$ cat config.mk
export PLATFORM = sky130hd
export DESIGN_NAME = lsu_align_flat
export DESIGN_NICKNAME = d
export VERILOG_FILES = /design/src/rtl/lsu_align_if.sv /design/src/rtl/lsu_align.sv /design/src/flat_wrapper.sv
export SDC_FILE = /design/constraint.sdc
export NUM_CORES = 1
export LEC_CHECK = 0
export ABC_CLOCK_PERIOD_IN_PS = 4410
export CORE_ASPECT_RATIO = 1.4
export CORE_MARGIN = 10
export CORE_UTILIZATION = 60
export DETAILED_ROUTE_END_ITERATION = 8
export DONT_BUFFER_PORTS = 1
export PLACE_DENSITY = 0.76
export SLEW_MARGIN = 20
export SYNTH_ARGS = -nofsm -noshare
export SYNTH_HDL_FRONTEND = slang
export SYNTH_SLANG_ARGS = --single-unit
$ cat constraint.sdc
create_clock -name clk -period 4.41 [get_ports clk]
set_clock_uncertainty 0.15 [all_clocks]
set_input_delay 0.882 -clock clk [delete_from_list [all_inputs] [get_ports clk]]
set_output_delay 0.882 -clock clk [all_outputs]
set_load 0.005 [all_outputs]
$ cat src/rtl/lsu_align_if.sv
// Request/response and word-memory bus of the load/store alignment unit.
// slave is the alignment unit; master is the EX stage plus the data memory.
interface lsu_align_if;
  logic        req_valid;
  logic        req_ready;
  logic        req_we;
  logic [2:0]  req_funct3;
  logic [31:0] req_addr;
  logic [31:0] req_wdata;
  logic        rsp_valid;
  logic        rsp_err;
  logic [31:0] rsp_rdata;
  logic        mem_read;
  logic        mem_write;
  logic [31:0] mem_addr;
  logic [31:0] mem_wdata;
  logic [31:0] mem_rdata;

  modport slave (
    input  req_valid, req_we, req_funct3, req_addr, req_wdata, mem_rdata,
    output req_ready, rsp_valid, rsp_err, rsp_rdata,
    output mem_read, mem_write, mem_addr, mem_wdata
  );

  modport master (
    output req_valid, req_we, req_funct3, req_addr, req_wdata, mem_rdata,
    input  req_ready, rsp_valid, rsp_err, rsp_rdata,
    input  mem_read, mem_write, mem_addr, mem_wdata
  );
endinterface

$ cat src/rtl/lsu_align.sv
// Load/store alignment unit: sub-word load extraction/extension, read-modify-write
// for byte/halfword stores, and rejection of misaligned/out-of-range/illegal requests.
module lsu_align #(
  parameter int unsigned ADDR_LIMIT = 1024
) (
  input  logic        clk,
  input  logic        rst_n,
  lsu_align_if.slave  bus
);

  typedef enum logic [2:0] {IDLE, LOAD, RMW_RD, WRITE, RESP} state_t;

  state_t      state, state_nxt;
  logic        we_p0;
  logic [2:0]  funct3_p0;
  logic [31:0] addr_p0;
  logic [31:0] wdata_p0;
  logic [31:0] merge_p1;
  logic [31:0] rdata_q;
  logic        err_q;
  logic        accept;
  logic        req_bad;
  logic        busy_mem;

  function automatic logic req_err(input logic we, input logic [2:0] f3,
                                   input logic [31:0] a);
    logic bad_f3;
    bad_f3 = we ? (f3[2] | (f3[1:0] == 2'b11))
                : ((f3[1:0] == 2'b11) | (f3 == 3'b110));
    return bad_f3 | ((f3[1:0] == 2'b01) & a[0])
                  | ((f3[1:0] == 2'b10) & (a[1:0] != 2'b00))
                  | (a >= 32'(ADDR_LIMIT));
  endfunction

  function automatic logic [31:0] load_ext(input logic [2:0] f3, input logic [1:0] off,
                                           input logic [31:0] w);
    logic signed [7:0]  b;
    logic signed [15:0] h;
    logic [31:0]        r;
    b = w[8*off +: 8];
    h = off[1] ? w[31:16] : w[15:0];
    case (f3[1:0])
      2'b00:   r = f3[2] ? {24'h0, b} : 32'(b);
      2'b01:   r = f3[2] ? {16'h0, h} : 32'(h);
      default: r = w;
    endcase
    return r;
  endfunction

  function automatic logic [31:0] merge_word(input logic [2:0] f3, input logic [1:0] off,
                                             input logic [31:0] old, input logic [31:0] wd);
    logic [31:0] r;
    r = old;
    if (f3[1:0] == 2'b00)
      r[8*off +: 8] = wd[7:0];
    else if (off[1])
      r[31:16] = wd[15:0];
    else
      r[15:0] = wd[15:0];
    return r;
  endfunction

  assign accept  = bus.req_valid & (state == IDLE);
  assign req_bad = req_err(bus.req_we, bus.req_funct3, bus.req_addr);

  always_comb begin
    state_nxt = state;
    case (state)
      IDLE: begin
        if (bus.req_valid) begin
          if (req_bad)                       state_nxt = RESP;
          else if (!bus.req_we)              state_nxt = LOAD;
          else if (bus.req_funct3[1:0] == 2'b10) state_nxt = WRITE;
          else                               state_nxt = RMW_RD;
        end
      end
      LOAD:    state_nxt = RESP;
      RMW_RD:  state_nxt = WRITE;
      WRITE:   state_nxt = RESP;
      RESP:    state_nxt = IDLE;
      default: state_nxt = IDLE;
    endcase
  end

  // Memory side is decoded purely from state so reset drops it without a clock
  assign busy_mem      = (state == LOAD) | (state == RMW_RD) | (state == WRITE);
  assign bus.req_ready = (state == IDLE);
  assign bus.mem_read  = (state == LOAD) | (state == RMW_RD);
  assign bus.mem_write = (state == WRITE);
  assign bus.mem_addr  = busy_mem ? {addr_p0[31:2], 2'b00} : 32'h0;
  assign bus.mem_wdata = (state != WRITE) ? 32'h0
                       : (funct3_p0[1:0] == 2'b10) ? wdata_p0 : merge_p1;
  assign bus.rsp_valid = (state == RESP);
  assign bus.rsp_err   = err_q;
  assign bus.rsp_rdata = rdata_q;

  always_ff @(posedge clk or negedge rst_n) begin
    if (!rst_n) begin
      state     <= IDLE;
      we_p0     <= 1'b0;
      funct3_p0 <= 3'b0;
      addr_p0   <= 32'h0;
      wdata_p0  <= 32'h0;
      merge_p1  <= 32'h0;
      rdata_q   <= 32'h0;
      err_q     <= 1'b0;
    end else begin
      state <= state_nxt;
      if (accept) begin
        we_p0     <= bus.req_we;
        funct3_p0 <= bus.req_funct3;
        addr_p0   <= bus.req_addr;
        wdata_p0  <= bus.req_wdata;
        if (req_bad) begin
          err_q   <= 1'b1;
          rdata_q <= 32'h0;
        end
      end
      // Response fields only change on the edge that enters RESP
      if (state == LOAD) begin
        err_q   <= 1'b0;
        rdata_q <= load_ext(funct3_p0, addr_p0[1:0], bus.mem_rdata);
      end
      if (state == RMW_RD)
        merge_p1 <= merge_word(funct3_p0, addr_p0[1:0], bus.mem_rdata, wdata_p0);
      if (state == WRITE && we_p0) begin
        err_q   <= 1'b0;
        rdata_q <= 32'h0;
      end
    end
  end

endmodule

$ cat src/flat_wrapper.sv
// flat-port wrapper written by rule: the top's interface ports become plain ports
module lsu_align_flat 
#(
  parameter int unsigned ADDR_LIMIT = 1024
)
  (clk, rst_n, bus_req_valid, bus_req_we, bus_req_funct3, bus_req_addr, bus_req_wdata, bus_mem_rdata, bus_req_ready, bus_rsp_valid, bus_rsp_err, bus_rsp_rdata, bus_mem_read, bus_mem_write, bus_mem_addr, bus_mem_wdata);
  lsu_align_if bus_i ();
  input  logic clk;
  input  logic rst_n;
  input wire logic [$bits(bus_i.req_valid)-1:0] bus_req_valid;
  input wire logic [$bits(bus_i.req_we)-1:0] bus_req_we;
  input wire logic [$bits(bus_i.req_funct3)-1:0] bus_req_funct3;
  input wire logic [$bits(bus_i.req_addr)-1:0] bus_req_addr;
  input wire logic [$bits(bus_i.req_wdata)-1:0] bus_req_wdata;
  input wire logic [$bits(bus_i.mem_rdata)-1:0] bus_mem_rdata;
  output wire logic [$bits(bus_i.req_ready)-1:0] bus_req_ready;
  output wire logic [$bits(bus_i.rsp_valid)-1:0] bus_rsp_valid;
  output wire logic [$bits(bus_i.rsp_err)-1:0] bus_rsp_err;
  output wire logic [$bits(bus_i.rsp_rdata)-1:0] bus_rsp_rdata;
  output wire logic [$bits(bus_i.mem_read)-1:0] bus_mem_read;
  output wire logic [$bits(bus_i.mem_write)-1:0] bus_mem_write;
  output wire logic [$bits(bus_i.mem_addr)-1:0] bus_mem_addr;
  output wire logic [$bits(bus_i.mem_wdata)-1:0] bus_mem_wdata;
  assign bus_i.req_valid = bus_req_valid;
  assign bus_i.req_we = bus_req_we;
  assign bus_i.req_funct3 = bus_req_funct3;
  assign bus_i.req_addr = bus_req_addr;
  assign bus_i.req_wdata = bus_req_wdata;
  assign bus_i.mem_rdata = bus_mem_rdata;
  assign bus_req_ready = bus_i.req_ready;
  assign bus_rsp_valid = bus_i.rsp_valid;
  assign bus_rsp_err = bus_i.rsp_err;
  assign bus_rsp_rdata = bus_i.rsp_rdata;
  assign bus_mem_read = bus_i.mem_read;
  assign bus_mem_write = bus_i.mem_write;
  assign bus_mem_addr = bus_i.mem_addr;
  assign bus_mem_wdata = bus_i.mem_wdata;
  lsu_align #(.ADDR_LIMIT(ADDR_LIMIT)) u_core (.clk(clk), .rst_n(rst_n), .bus(bus_i));
endmodule
==> reports/summary.md, run 1 <==
## Critical path
• worst-path maximum fanout: 34
• worst setup path start: u_core.funct3_p0[1]
• Data arrival, critical path: 2.17 ns
• CP Data Required Time: 3.38 ns
• Worst Setup Start Kind: flop
• setup slack of the most critical reg-to-reg path: 1.75 ns
• Critical Path End Type: output pin
• Worst R2R Start: u_core.addr_p0[0]
• worst setup path endpoint: bus_mem_wdata[30]
• start-to-end type of the worst setup path: flop to output pin
• FF-to-FF path depth: 6
• terminus of the critical flop-to-flop path: u_core.merge_p1[4]

## Place
• global placer's final weighted congestion: 0.958
• worst setup slack after placement: 1.40 ns
• port bufs: 0
• Post-Place Cell Area: 0.00711 mm²
• total instance count after detailed placement: 814
• HPWL after DPL: 15.4 mm

## Synthesis
• most used flip-flop cell after synthesis: sky130_fd_sc_hd__dfrtp_1
• flip-flop and latch count after synthesis: 136
• Syn Inst Count: 710
• sequential area share after synthesis: 47.9%
• asr flop ratio synth: 100%
• mean cell area of the mapped netlist: 10.0 µm²
• cell area after technology mapping: 0.00710 mm²
• library cell occupying the most area in the post-synthesis netlist: sky130_fd_sc_hd__dfrtp_1
• top cells by area, synth: sky130_fd_sc_hd__dfrtp_1, sky130_fd_sc_hd__mux2_2, sky130_fd_sc_hd__nand2_1
• most frequent cells after synthesis: sky130_fd_sc_hd__dfrtp_1, sky130_fd_sc_hd__nand2_1, sky130_fd_sc_hd__mux2_2
• count leader, synth: sky130_fd_sc_hd__dfrtp_1
• number of synthesized flops with an enable pin: 0
• synthesis warning total: 0
• distinct cell type count of the synthesized netlist: 53
• proportion of netlist area held by the largest area contributor: 47.9%

## Final layout
• count of inserted antenna diode cells: 0
• signed area change from the synthesized netlist to the final layout: 9.74%
• utilization of the core after routing: 66.6%
• proportion of layout cells with a drive suffix above 1: 18.9%
• post-route insts no fill: 850
• final net count: 798
• fill cell instance count of the final layout: 901
• final instance area: 0.00780 mm²

## Run status
• status: completed

## Global routing
• number of antenna violations at the first check in global routing: 0
• number of global-route vias before repair: 5604
• overflow left after global routing: 0
• maximum number of pins on one net before global-route repair: 94
• total global routing track utilization: 24.4%
• global-route wire length before repair: 31.8 mm

## STA
• final worst path period need: 3.21 ns
• final setup violating endpoints: 0
• post-layout worst setup margin: 1.20 ns
• final clock period utilization by the worst path: 72.7%
• transition time at the pin with the least slew margin: 0.789 ns
• Slew Limit Headroom: 47.3%
• hold violation total from the final report: 0
• final number of max-transition violations: 0
• accumulated negative setup slack: 0 ns
• Fmax: 312 MHz
• RSZ-0062 raised after global routing: false

## Floorplan
• starting utilization of the core area: 60.7%
• DIE AREA: 0.0167 mm²
• horizontal die dimension: 112 µm
• die boundary height: 149 µm
• core area: 0.0117 mm²
• number of rows created at floorplan: 47
• number of placed I/O pins: 204

## Route
• First-pass DRT Iterations: 6
• total number of vias: 5524
• total length of routed wires: 20.7 mm
• via/cell ratio: 6.50
• count of antenna-violating nets left after detailed routing: 0
• count of routing violations after the opening detailed-route iteration: 486
• DRC violation count after routing: 0
• routed wirelength normalized by instance count: 24.4 µm

## CTS
• depth of the CTS H-tree: 4
• TritonCTS clock tree: built
• clock slew seen by the registers of the worst setup and hold paths: 0.06 ns
• post-cts hold buffer count: 3
• clock buffer count from CTS: 17
• number of clock sinks: 136
• Root Buffer: sky130_fd_sc_hd__clkbuf_16
• Post-CTS Setup Bufs: 0
• clock network latency to the later pin of the worst-skew pair: 0.42 ns
• Gates resized, CTS repair: 0
• Max clock buf depth: 2

## Job
• # Max-Cap Violations: 0

## Power and ir drop
• leakage component of the power: 3.59 nW
• P per Cell Area: 433 mW/mm²
• peak supply drop: 0.000270 V

## Min path
• type of the tightest min-delay check: primary input to asynchronous set/reset pin

==> through the flow <==
step                      total power [mW]  hold slack (ns)
after global routing                  3.51            0.147
after floorplan                       1.79            0.298
after global placement                1.87            0.313
after detailed placement              1.89            0.316
final                                 3.38            0.148
after CTS                             3.40            0.145
==> where the power goes <==
group / switching [mW] / total, mW / leakage, nW / internal (mW)
clock: 0.571 / 1.47 / 0.296 / 0.901
combinational: 0.278 / 0.477 / 1.72 / 0.199
sequential: 0.0891 / 1.43 / 1.57 / 1.34
total: 0.938 / 3.38 / 3.59 / 2.44
==> kinds of logic (layout without fill, tap and decap cells) <==
group	count (synthesis)	after routing	synth area share, %
DFF	136	136	47.9
other	1	2	0.0528
AOI/OAI and AO/OA	191	191	19.2
buffers and inverters	76	68	4.74
muxes	72	72	11.4
and+or+nand+nor	229	229	15.9
adders and majority gates	5	5	0.881
==> critical path, cell delays in order (launching register included) <==
cell and delay (ns):
sky130_fd_sc_hd__dfrtp_1 0.44, sky130_fd_sc_hd__buf_4 0.36, sky130_fd_sc_hd__inv_1 0.15, sky130_fd_sc_hd__nor2_2 0.12, sky130_fd_sc_hd__buf_4 0.33, sky130_fd_sc_hd__nand2_1 0.11
sky130_fd_sc_hd__a21oi_1 0.23
==> layout by cell type, fill, tap and decap left out, types with 2 or more instances in the layout <==
master / instances
sky130_fd_sc_hd__a211oi_1: 16
sky130_fd_sc_hd__nor3_1: 3
sky130_fd_sc_hd__a22o_1: 14
sky130_fd_sc_hd__a22oi_1: 16
sky130_fd_sc_hd__inv_6: 6
sky130_fd_sc_hd__ha_1: 5
sky130_fd_sc_hd__a22o_2: 2
sky130_fd_sc_hd__buf_4: 8
sky130_fd_sc_hd__a21o_1: 9
sky130_fd_sc_hd__nand2_1: 121
sky130_fd_sc_hd__clkinv_4: 3
sky130_fd_sc_hd__o31ai_1: 17
sky130_fd_sc_hd__and2_1: 32
sky130_fd_sc_hd__o2bb2ai_1: 8
sky130_fd_sc_hd__inv_1: 24
sky130_fd_sc_hd__bufinv_16: 3
sky130_fd_sc_hd__nor4_1: 5
sky130_fd_sc_hd__dfrtp_1: 136
sky130_fd_sc_hd__nand2b_1: 12
sky130_fd_sc_hd__nor2_1: 21
sky130_fd_sc_hd__nor3_2: 2
sky130_fd_sc_hd__clkinvlp_4: 2
sky130_fd_sc_hd__o21ai_0: 30
sky130_fd_sc_hd__a221oi_1: 25
sky130_fd_sc_hd__conb_1: 2
sky130_fd_sc_hd__nand2_2: 2
sky130_fd_sc_hd__clkbuf_16: 17
sky130_fd_sc_hd__a31oi_1: 6
sky130_fd_sc_hd__mux2_2: 70
sky130_fd_sc_hd__nor2b_1: 16
sky130_fd_sc_hd__a21oi_1: 39
==> cell type report <==
cell class | instances | area [µm²] | share of cell area, %
timing repair buffer | 11 | 118 | 1.51
sequential | 136 | 3400 | 43.7
clock inverter | 15 | 189 | 2.42
clock buffer | 17 | 425 | 5.46
inverter | 25 | 93.8 | 1.20
multi-input combinational | 499 | 3380 | 43.4
tap | 147 | 184 | 2.36
==> layer usage <==
layer	share of wire [%]	vias to the layer above	wire length (µm)	GRT usage (%)
li1	-	2494	-	-
met1	34	2667	7000	24.7
met4	3.5	0	735	12.2
met3	12	62	2430	11.5
met2	51	301	10600	41.2
met5	0	-	0	0
==> sequential cells by signal, summed over array words and instances, names as in the netlist <==
signal and count:
u_core.wdata_p0 32, u_core.we_p0 1, u_core.bus.rsp_rdata 32, u_core.bus.rsp_err 1, u_core.addr_p0 32, u_core.funct3_p0 3
u_core.merge_p1 32, u_core.state 3
==> how the worst min path moves through the flow <==
stage,start,to,slack (ns),cells past startpoint
final,rst_n,u_core.wdata_p0[2],0.15,1
after floorplan,u_core.merge_p1[10],u_core.merge_p1[10],0.30,2
after CTS,rst_n,u_core.wdata_p0[2],0.14,1
after global placement,u_core.merge_p1[11],u_core.merge_p1[11],0.31,2
after detailed placement,u_core.merge_p1[11],u_core.merge_p1[11],0.32,2
after global routing,rst_n,u_core.wdata_p0[2],0.15,1
Note: power is estimated with default switching activity, not from simulation.
==> inputs of run 2 (changes only) <==
Settings changed: ABC_CLOCK_PERIOD_IN_PS 4410 to 2700, CORE_UTILIZATION 60 to 58.
Clock period 4.41 ns to 2.7 ns, I/O delays scaled along.
==> run 2 against run 1 <==
Against the previous run: the run now ends with negative hold slack left; clock power is 57% higher; non-clock buffer count is 5 higher; largest cell class unchanged; final area stayed put.
==> reports/summary.md, run 2 (synthesis gave the netlist of run 1 again) <==
## Final layout
• count of inserted antenna diode cells: 0, unchanged
• final net count: 803, +0.63%
• final instance area: 0.00780 mm², unchanged
• proportion of layout cells with a drive suffix above 1: 19.4%, +0.46 points
• fill cell instance count of the final layout: 926, +2.8%
• commonest cells after routing, fill and taps aside: sky130_fd_sc_hd__dfrtp_1, sky130_fd_sc_hd__nand2_1, sky130_fd_sc_hd__mux2_2
• post-route insts no fill: 854, +0.47%
• signed area change from the synthesized netlist to the final layout: 9.74%, unchanged
• utilization of the core after routing: 65.3%, -1.3 points
• most common cell after layout, fill and taps aside: sky130_fd_sc_hd__dfrtp_1

## Critical path
• FF-to-FF path depth: 6, unchanged
• CP Data Required Time: 2.01 ns, -1.37 ns
• Worst Setup Start Kind: flop
• Worst R2R Start: u_core.addr_p0[1]
• terminus of the critical flop-to-flop path: u_core.merge_p1[3]
• setup slack of the most critical reg-to-reg path: 0.26 ns, -1.49 ns
• worst setup path endpoint: bus_mem_wdata[2]
• start-to-end type of the worst setup path: flop to output pin
• Data arrival, critical path: 1.82 ns, -0.35 ns
• Critical Path End Type: output pin
• worst-path maximum fanout: 32, -5.9%
• worst setup path start: u_core.funct3_p0[0]

## CTS
• number of clock sinks: 136, unchanged
• clock slew seen by the registers of the worst setup and hold paths: 0.06 ns, about the same
• clock network latency to the later pin of the worst-skew pair: 0.42 ns, about the same
• TritonCTS clock tree: built
• clock buffer count from CTS: 17, unchanged
• depth of the CTS H-tree: 4, unchanged
• Max clock buf depth: 2, unchanged
• Root Buffer: sky130_fd_sc_hd__clkbuf_16
• Post-CTS Setup Bufs: 0, unchanged

## Power and ir drop
• Tot Pwr: 5.40 mW, +60%
• peak supply drop: 0.000395 V, +46%
• P per Cell Area: 693 mW/mm², +60%
• leakage component of the power: 3.60 nW, +0.14%

## STA
• hold violation total from the final report: 136, +136
• final clock period utilization by the worst path: 92.9%
• Slew Limit Headroom: 58.5%, +11 points
• final setup violating endpoints: 0, unchanged
• Post-Route Hold Slack: -0.336 ns, -0.484 ns
• post-layout worst setup margin: 0.192 ns, -1.01 ns
• Fmax: 399 MHz
• RSZ-0062 raised after global routing: false
• accumulated negative setup slack: 0 ns, unchanged
• transition time at the pin with the least slew margin: 0.623 ns, -0.166 ns
• final number of max-transition violations: 0, unchanged
• final worst path period need: 2.51 ns

## Route
• count of routing violations after the opening detailed-route iteration: 355, -27%
• routed wirelength normalized by instance count: 24.5 µm, +0.40%
• total number of vias: 5431, -1.7%
• count of antenna-violating nets left after detailed routing: 0, unchanged
• via/cell ratio: 6.36, -2.1%
• First-pass DRT Iterations: 5, -1
• DRC violation count after routing: 0, unchanged
• total length of routed wires: 20.9 mm, +0.87%

## Floorplan
• number of rows created at floorplan: 47, unchanged
• core area: 0.0119 mm², +2.0%
• DIE AREA: 0.0171 mm², +2.9%
• die boundary height: 151 µm, +1.5%
• number of placed I/O pins: 204, unchanged
• horizontal die dimension: 114 µm, +1.4%
• starting utilization of the core area: 59.5%, -1.2 points

## Place
• total instance count after detailed placement: 822, +0.98%
• Post-Place Cell Area: 0.00720 mm², +1.2%
• port bufs: 0, unchanged
• global placer's final weighted congestion: 0.932, -2.7%
• worst setup slack after placement: 0.242 ns, -1.16 ns
• HPWL after DPL: 15.8 mm, +2.8%

## Global routing
• overflow left after global routing: 0, unchanged
• total global routing track utilization: 24.3%, -0.063 points
• number of global-route vias before repair: 5696, +1.6%
• number of antenna violations at the first check in global routing: 0, unchanged
• maximum number of pins on one net before global-route repair: 137, +46%
• global-route wire length before repair: 32.3 mm, +1.4%

## Min path
• type of the tightest min-delay check: primary input to asynchronous set/reset pin

## Job
• # Max-Cap Violations: 0, unchanged

## Run status
• violated checks: negative hold slack
• status: complete, but fails checks

run 2: cell count changes in the layout (fill, tap and decap cells not counted), sizes merged:
cell,delta
buf,+6
bufinv,-1
clkbuf,+3
clkinv,+2
clkinvlp,+1
dlygate4sd3,-1
inv,-6
run 2: per-layer routing:
metal	track usage [%]	routed length, µm	up-vias	part of all wire (%)
met5	0	0	-	0
li1	-	-	2499	-
met4	11.8	753	0	3.6
met3	9.78	2140	49	10
met1	25.6	7420	2640	35
met2	41.2	10600	243	51
run 2: worst min path at each step:
| stage | startpoint | endpoint | slack, ns | cells past startpoint |
|---|---|---|---|---|
| floorplan | rst_n | u_core.addr_p0[0] | 0.09 | 0 |
| global placement | rst_n | u_core.wdata_p0[26] | 0.10 | 0 |
| detailed placement | rst_n | u_core.wdata_p0[26] | 0.10 | 0 |
| CTS | rst_n | u_core.wdata_p0[26] | -0.35 | 0 |
| global route | rst_n | u_core.wdata_p0[25] | -0.35 | 0 |
| finish | rst_n | u_core.merge_p1[7] | -0.34 | 0 |
run 2: layout make-up:
type | count | area, µm² | share of cell area (%)
Clock buffer | 20 | 467 | 5.99
Clock inverter | 11 | 124 | 1.59
Inverter | 25 | 93.8 | 1.20
Multi-Input combinational cell | 499 | 3380 | 43.3
Sequential cell | 136 | 3400 | 43.7
Tap cell | 147 | 184 | 2.36
Timing Repair Buffer | 16 | 145 | 1.86
run 2: worst max-delay path, stage by stage, from the launching register on:
cell and delay [ns]:
sky130_fd_sc_hd__dfrtp_1 0.41, sky130_fd_sc_hd__buf_4 0.19, sky130_fd_sc_hd__nand2b_1 0.11, sky130_fd_sc_hd__buf_4 0.30, sky130_fd_sc_hd__nand2_1 0.09, sky130_fd_sc_hd__a21oi_1 0.28
run 2: power by group:
| group | total [mW] | leakage, nW | switching (mW) | internal [mW] |
|---|---|---|---|---|
| clock network | 2.31 | 0.284 | 0.884 | 1.42 |
| registers | 2.34 | 1.57 | 0.144 | 2.19 |
| logic | 0.761 | 1.74 | 0.426 | 0.336 |
run 2: what timing repair did:
item,CTS,global route
resized for setup,0,1
endpoints found under the setup margin,0,6
hold endpoints to repair,136,136
